`config.mk`:
```
export PLATFORM = sky130hd
export DESIGN_NAME = edge_detect_multi
export DESIGN_NICKNAME = d
export VERILOG_FILES = /design/src/rtl/edge_detect_multi.sv
export SDC_FILE = /design/constraint.sdc
export NUM_CORES = 1
export LEC_CHECK = 0
export ABC_AREA = 0
export ABC_CLOCK_PERIOD_IN_PS = 1800
export BUFFER_PORTS_ARGS = -buffer_cell sky130_fd_sc_hd__buf_2
export CAP_MARGIN = 20
export CORE_MARGIN = 5
export CORE_UTILIZATION = 45
export CTS_CLUSTER_SIZE = 30
export DETAILED_ROUTE_END_ITERATION = 8
export PLACE_DENSITY = 0.79
export REMOVE_ABC_BUFFERS = 1
export SETUP_SLACK_MARGIN = 0.15
export SYNTH_ARGS = -nofsm -noshare
export SYNTH_HDL_FRONTEND = slang
export SYNTH_SLANG_ARGS = --single-unit
```
`constraint.sdc`:
```
create_clock -name clk -period 1.8 [get_ports clk]
set_clock_uncertainty 0.15 [all_clocks]
set_input_delay 0.27 -clock clk [delete_from_list [all_inputs] [get_ports clk]]
set_output_delay 0.27 -clock clk [all_outputs]
set_load 0.01 [all_outputs]
```
`src/rtl/edge_detect_multi.sv`:
```
// Multi-channel edge detector: per-channel synchroniser, mode-selected pulses, sticky flags and irq.
// Optional input debounce is compiled in when EDGE_DEBOUNCE_EN is defined.
module edge_detect_multi #(
  parameter int WIDTH           = 8,
  parameter int SYNC_STAGES     = 2,
  parameter int DEBOUNCE_CYCLES = 4
) (
  input  logic               clk,
  input  logic               rst,
  input  logic [WIDTH-1:0]   signal_in,
  input  logic [2*WIDTH-1:0] mode,
  input  logic [WIDTH-1:0]   clear,
  output logic [WIDTH-1:0]   edge_pulse,
  output logic [WIDTH-1:0]   edge_sticky,
  output logic               irq
);

  if (SYNC_STAGES < 1 || SYNC_STAGES > 4 || DEBOUNCE_CYCLES < 1) begin : g_param_check
    $error("edge_detect_multi: SYNC_STAGES must be 1..4 and DEBOUNCE_CYCLES >= 1");
  end

`ifdef EDGE_DEBOUNCE_EN
  localparam int CNT_W = $clog2(DEBOUNCE_CYCLES + 1);
`endif

  genvar gi;
  for (gi = 0; gi < WIDTH; gi++) begin : g_ch
    logic [SYNC_STAGES-1:0] sync_q, sync_d;
    logic                   s, f;
    logic                   prev_q, prev_d;
    logic                   pulse_q, pulse_d;
    logic                   sticky_q, sticky_d;
    logic                   rise, fall;

    always_comb begin
      sync_d    = sync_q;
      sync_d[0] = signal_in[gi];
      for (int k = 1; k < SYNC_STAGES; k++) begin
        sync_d[k] = sync_q[k-1];
      end
    end

    assign s = sync_q[SYNC_STAGES-1];

`ifdef EDGE_DEBOUNCE_EN
    logic             level_q, level_d;
    logic [CNT_W-1:0] cnt_q, cnt_d;

    // The level is accepted on the same edge the count reaches DEBOUNCE_CYCLES.
    always_comb begin
      level_d = level_q;
      cnt_d   = '0;
      if (s != level_q) begin
        if (cnt_q == CNT_W'(DEBOUNCE_CYCLES - 1)) begin
          level_d = s;
        end else begin
          cnt_d = cnt_q + CNT_W'(1);
        end
      end
    end

    always_ff @(posedge clk) begin
      if (rst) begin
        level_q <= 1'b0;
        cnt_q   <= '0;
      end else begin
        level_q <= level_d;
        cnt_q   <= cnt_d;
      end
    end

    assign f = level_q;
`else
    assign f = s;
`endif

    // p tracks f unconditionally so a mode change never sees a stale level.
    always_comb begin
      prev_d = f;
      rise   = f & ~prev_q;
      fall   = ~f & prev_q;
      case (mode[2*gi +: 2])
        2'b01:   pulse_d = rise;
        2'b10:   pulse_d = fall;
        2'b11:   pulse_d = rise | fall;
        default: pulse_d = 1'b0;
      endcase
      sticky_d = pulse_d | (sticky_q & ~clear[gi]);
    end

    always_ff @(posedge clk) begin
      if (rst) begin
        sync_q   <= '0;
        prev_q   <= 1'b0;
        pulse_q  <= 1'b0;
        sticky_q <= 1'b0;
      end else begin
        sync_q   <= sync_d;
        prev_q   <= prev_d;
        pulse_q  <= pulse_d;
        sticky_q <= sticky_d;
      end
    end

    assign edge_pulse[gi]  = pulse_q;
    assign edge_sticky[gi] = sticky_q;
  end

  assign irq = |edge_sticky;

endmodule

```
==> results.txt <==
Element type at the critical path end -> primary output
Hold Crit Start -> signal_in[0]
Hold_ws -> 36.2 ps
Multi-input logic area -> 766 um^2
Leak Pwr -> 0.911 nW
Max-cap viol count -> 0
Post-Syn Area per Cell -> 10.1 um^2
Cell count of the worst hold path -> 2
Clk sink count -> 40
Global-route wire length before repair -> 4570 um
Setup tns final -> 0 ps
RR Endpoint -> g_ch[4].sticky_q
Fin. max-slew vios -> 0
CP Max Fanout -> 3
Nature of the critical path startpoint -> flop
Hold endpoint -> g_ch[0].sync_q[0]
Port-buffer cells -> 50
Yosys reg bits -> 40
VDD IR-drop max -> 0.000502 V
CP Cell Sequence -> nor4_2 > nand2_1 > buf_2
Filler cell count -> 364
GRT Util Overall -> 11.4%
CP max stage delay -> 340 ps
Core Rows -> 22
CTS Buf Count -> 5
Vias per cell -> 4.49
Worst EP arrival -> 1120 ps
CTS H-tree depth -> 2
Gate Count Post-Synth -> 174
CP Class -> reg2out
Share of layout cells above drive strength 1 -> 34.7%
Pre-antenna DRT Iters -> 3
Final hold violation count -> 0
Vias in the first global route -> 1135
Final setup viols -> 0
Wire per inst -> 10.6 um
Seq/Total Area, Yosys -> 45.5%
Worst slew margin -> 74.1%
1st-iter DRT viols -> 25
Period utilization -> 85.6%
Reg clk slew, reported paths -> 70 ps
R2R cell count -> 5
Final min period -> 1540 ps
Antenna fix cells -> 0
FMAX -> 649 MHz
Largest net degree at the start of global routing -> 22
Worst EP required -> 1380 ps
Vias after detailed routing -> 1173
Cts hold-fix bufs -> 0
Place WS -> 509 ps
Core area -> 3720 um^2
Pwr Density -> 880 nW/um^2
Clk Latency, worst-skew pair -> 290 ps
Die area -> 5260 um^2
Yosys warnings -> 0
CTS tree -> yes
Antenna violations before repair -> 0
Final ANT Viol Nets -> 0
Slowest-stage cell, CP -> dfxtp_1
Register area -> 801 um^2
Die Ht -> 72.5 um
Nets -> 262
Io pins -> 51
Setup Buffers After CTS -> 0
CTS resizes -> 0
R2R setup slack -> 540 ps
Status -> finished clean
Worst min-delay path category -> in2reg
WL final -> 2770 um
DPL Wire Length -> 2240 um
Gpl congestion -> 0.776
Longest Clk Path Bufs -> 2
Gr ovfl total -> 0
Netlist cell types -> 16
Least-Margin Pin Slew -> 389 ps
Placed Instances -> 253
Beginning of the worst register-to-register path -> g_ch[4].sync_q[1]
Layout area overhead -> 17.5%
Final Non-Filler Cells -> 261
Root Driver -> clkbuf_8
PnR worst setup slack -> 259 ps
Cell Area, Synth -> 1760 um^2
DRC -> 0
Initial Utilization -> 47.4%
Die Wd -> 72.5 um
RSZ-0062 raised after global routing -> no
==> cell usage after synthesis, drive strengths merged <==
| cell type | n | share of area (%) |
|---|---|---|
| a21oi | 8 | 2.3 |
| a31oi | 8 | 2.8 |
| buf | 20 | 8.0 |
| dfxtp | 40 | 45 |
| ha | 16 | 11 |
| inv | 16 | 3.4 |
| nand2 | 2 | 0.43 |
| nand2b | 8 | 2.8 |
| nand3b | 8 | 3.4 |
| nor2 | 8 | 1.7 |
| nor2b | 30 | 14 |
| nor4 | 2 | 0.71 |
| o211ai | 1 | 0.43 |
| o21ai | 7 | 3.5 |
==> critical path: cells and delay by family, from the launching register on <==
kind,cells,cell delay [ps]
buffers and inverters,1,140
flip-flops,1,340
AND/OR/NAND/NOR,2,350
==> where the power goes <==
group	total, mW	switching (mW)	internal, mW
clock network	0.713	0.303	0.410
registers	0.934	0.0150	0.919
logic	0.174	0.0798	0.0943
==> metrics by stage <==
| step | utilization, % | area, um^2 | total power, mW |
|---|---|---|---|
| floorplan | - | 1620 | 1.04 |
| global placement | 52.5 | 1950 | 1.13 |
| detailed placement | 52.5 | 1950 | 1.13 |
| CTS | 55.5 | 2060 | 1.85 |
| global route | 55.7 | 2070 | 1.91 |
| finish | 55.7 | 2070 | 1.82 |
==> final cells by class <==
| type | count | share of cell area [%] |
|---|---|---|
| clock buffer | 5 | 3.33 |
| clock inverter | 3 | 2.06 |
| inverter | 16 | 2.90 |
| multi-input combinational | 98 | 37.0 |
| sequential | 40 | 38.7 |
| tap | 48 | 2.90 |
| timing repair buffer | 51 | 13.1 |
==> cells by family (layout without fill, tap and decap cells) <==
group / after synthesis / count (layout) / synth area share (%)
AOI/OAI and AO/OA: 24 / 24 / 9.03
adders and majority gates: 16 / 16 / 11.4
buffers and inverters: 36 / 75 / 11.4
DFF: 40 / 40 / 45.5
and+or+nand+nor: 58 / 58 / 22.7
==> routing by layer <==
metal	GRT usage [%]	wire [um]	up-vias
met5	0	0	-
li1	-	-	619
met2	19.4	1320	31
met3	6.51	295	5
met1	11.3	1120	518
met4	4.92	35	0
==> how the worst max path moves through the flow <==
| stage | start | end | slack, ps | cells past startpoint |
|---|---|---|---|---|
| 4_1_cts | g_ch[0].sticky_q | irq | 180 | 3 |
| 3_3_place_gp | g_ch[0].sticky_q | irq | 520 | 3 |
| 5_1_grt | g_ch[3].sticky_q | irq | 160 | 3 |
| 2_1_floorplan | g_ch[0].sync_q[1] | g_ch[0].sticky_q | 620 | 5 |
| 6_report | g_ch[0].sticky_q | irq | 260 | 3 |
| 3_5_place_dp | g_ch[0].sticky_q | irq | 510 | 3 |
==> registers in the layout, summed over array words and instances, names as in the netlist <==
name	count
g_ch.sync_q	16
g_ch.prev_q	8
g_ch.pulse_q	8
g_ch.sticky_q	8
==> cell usage in the layout (no fill, tap or decap) <==
cell type,instances
ha_1,16
nor2_1,8
clkinv_2,1
inv_1,16
clkinvlp_4,1
a21oi_1,8
buf_2,50
o211ai_1,1
dfxtp_1,40
nand2b_1,8
nor4_2,1
nor4_1,1
clkbuf_8,5
nand2_1,2
nor2b_4,7
nand3b_1,8
buf_12,1
a31oi_1,8
bufinv_16,1
nor2b_1,23
o21ai_2,7
Power figures use the tool's default switching activity.
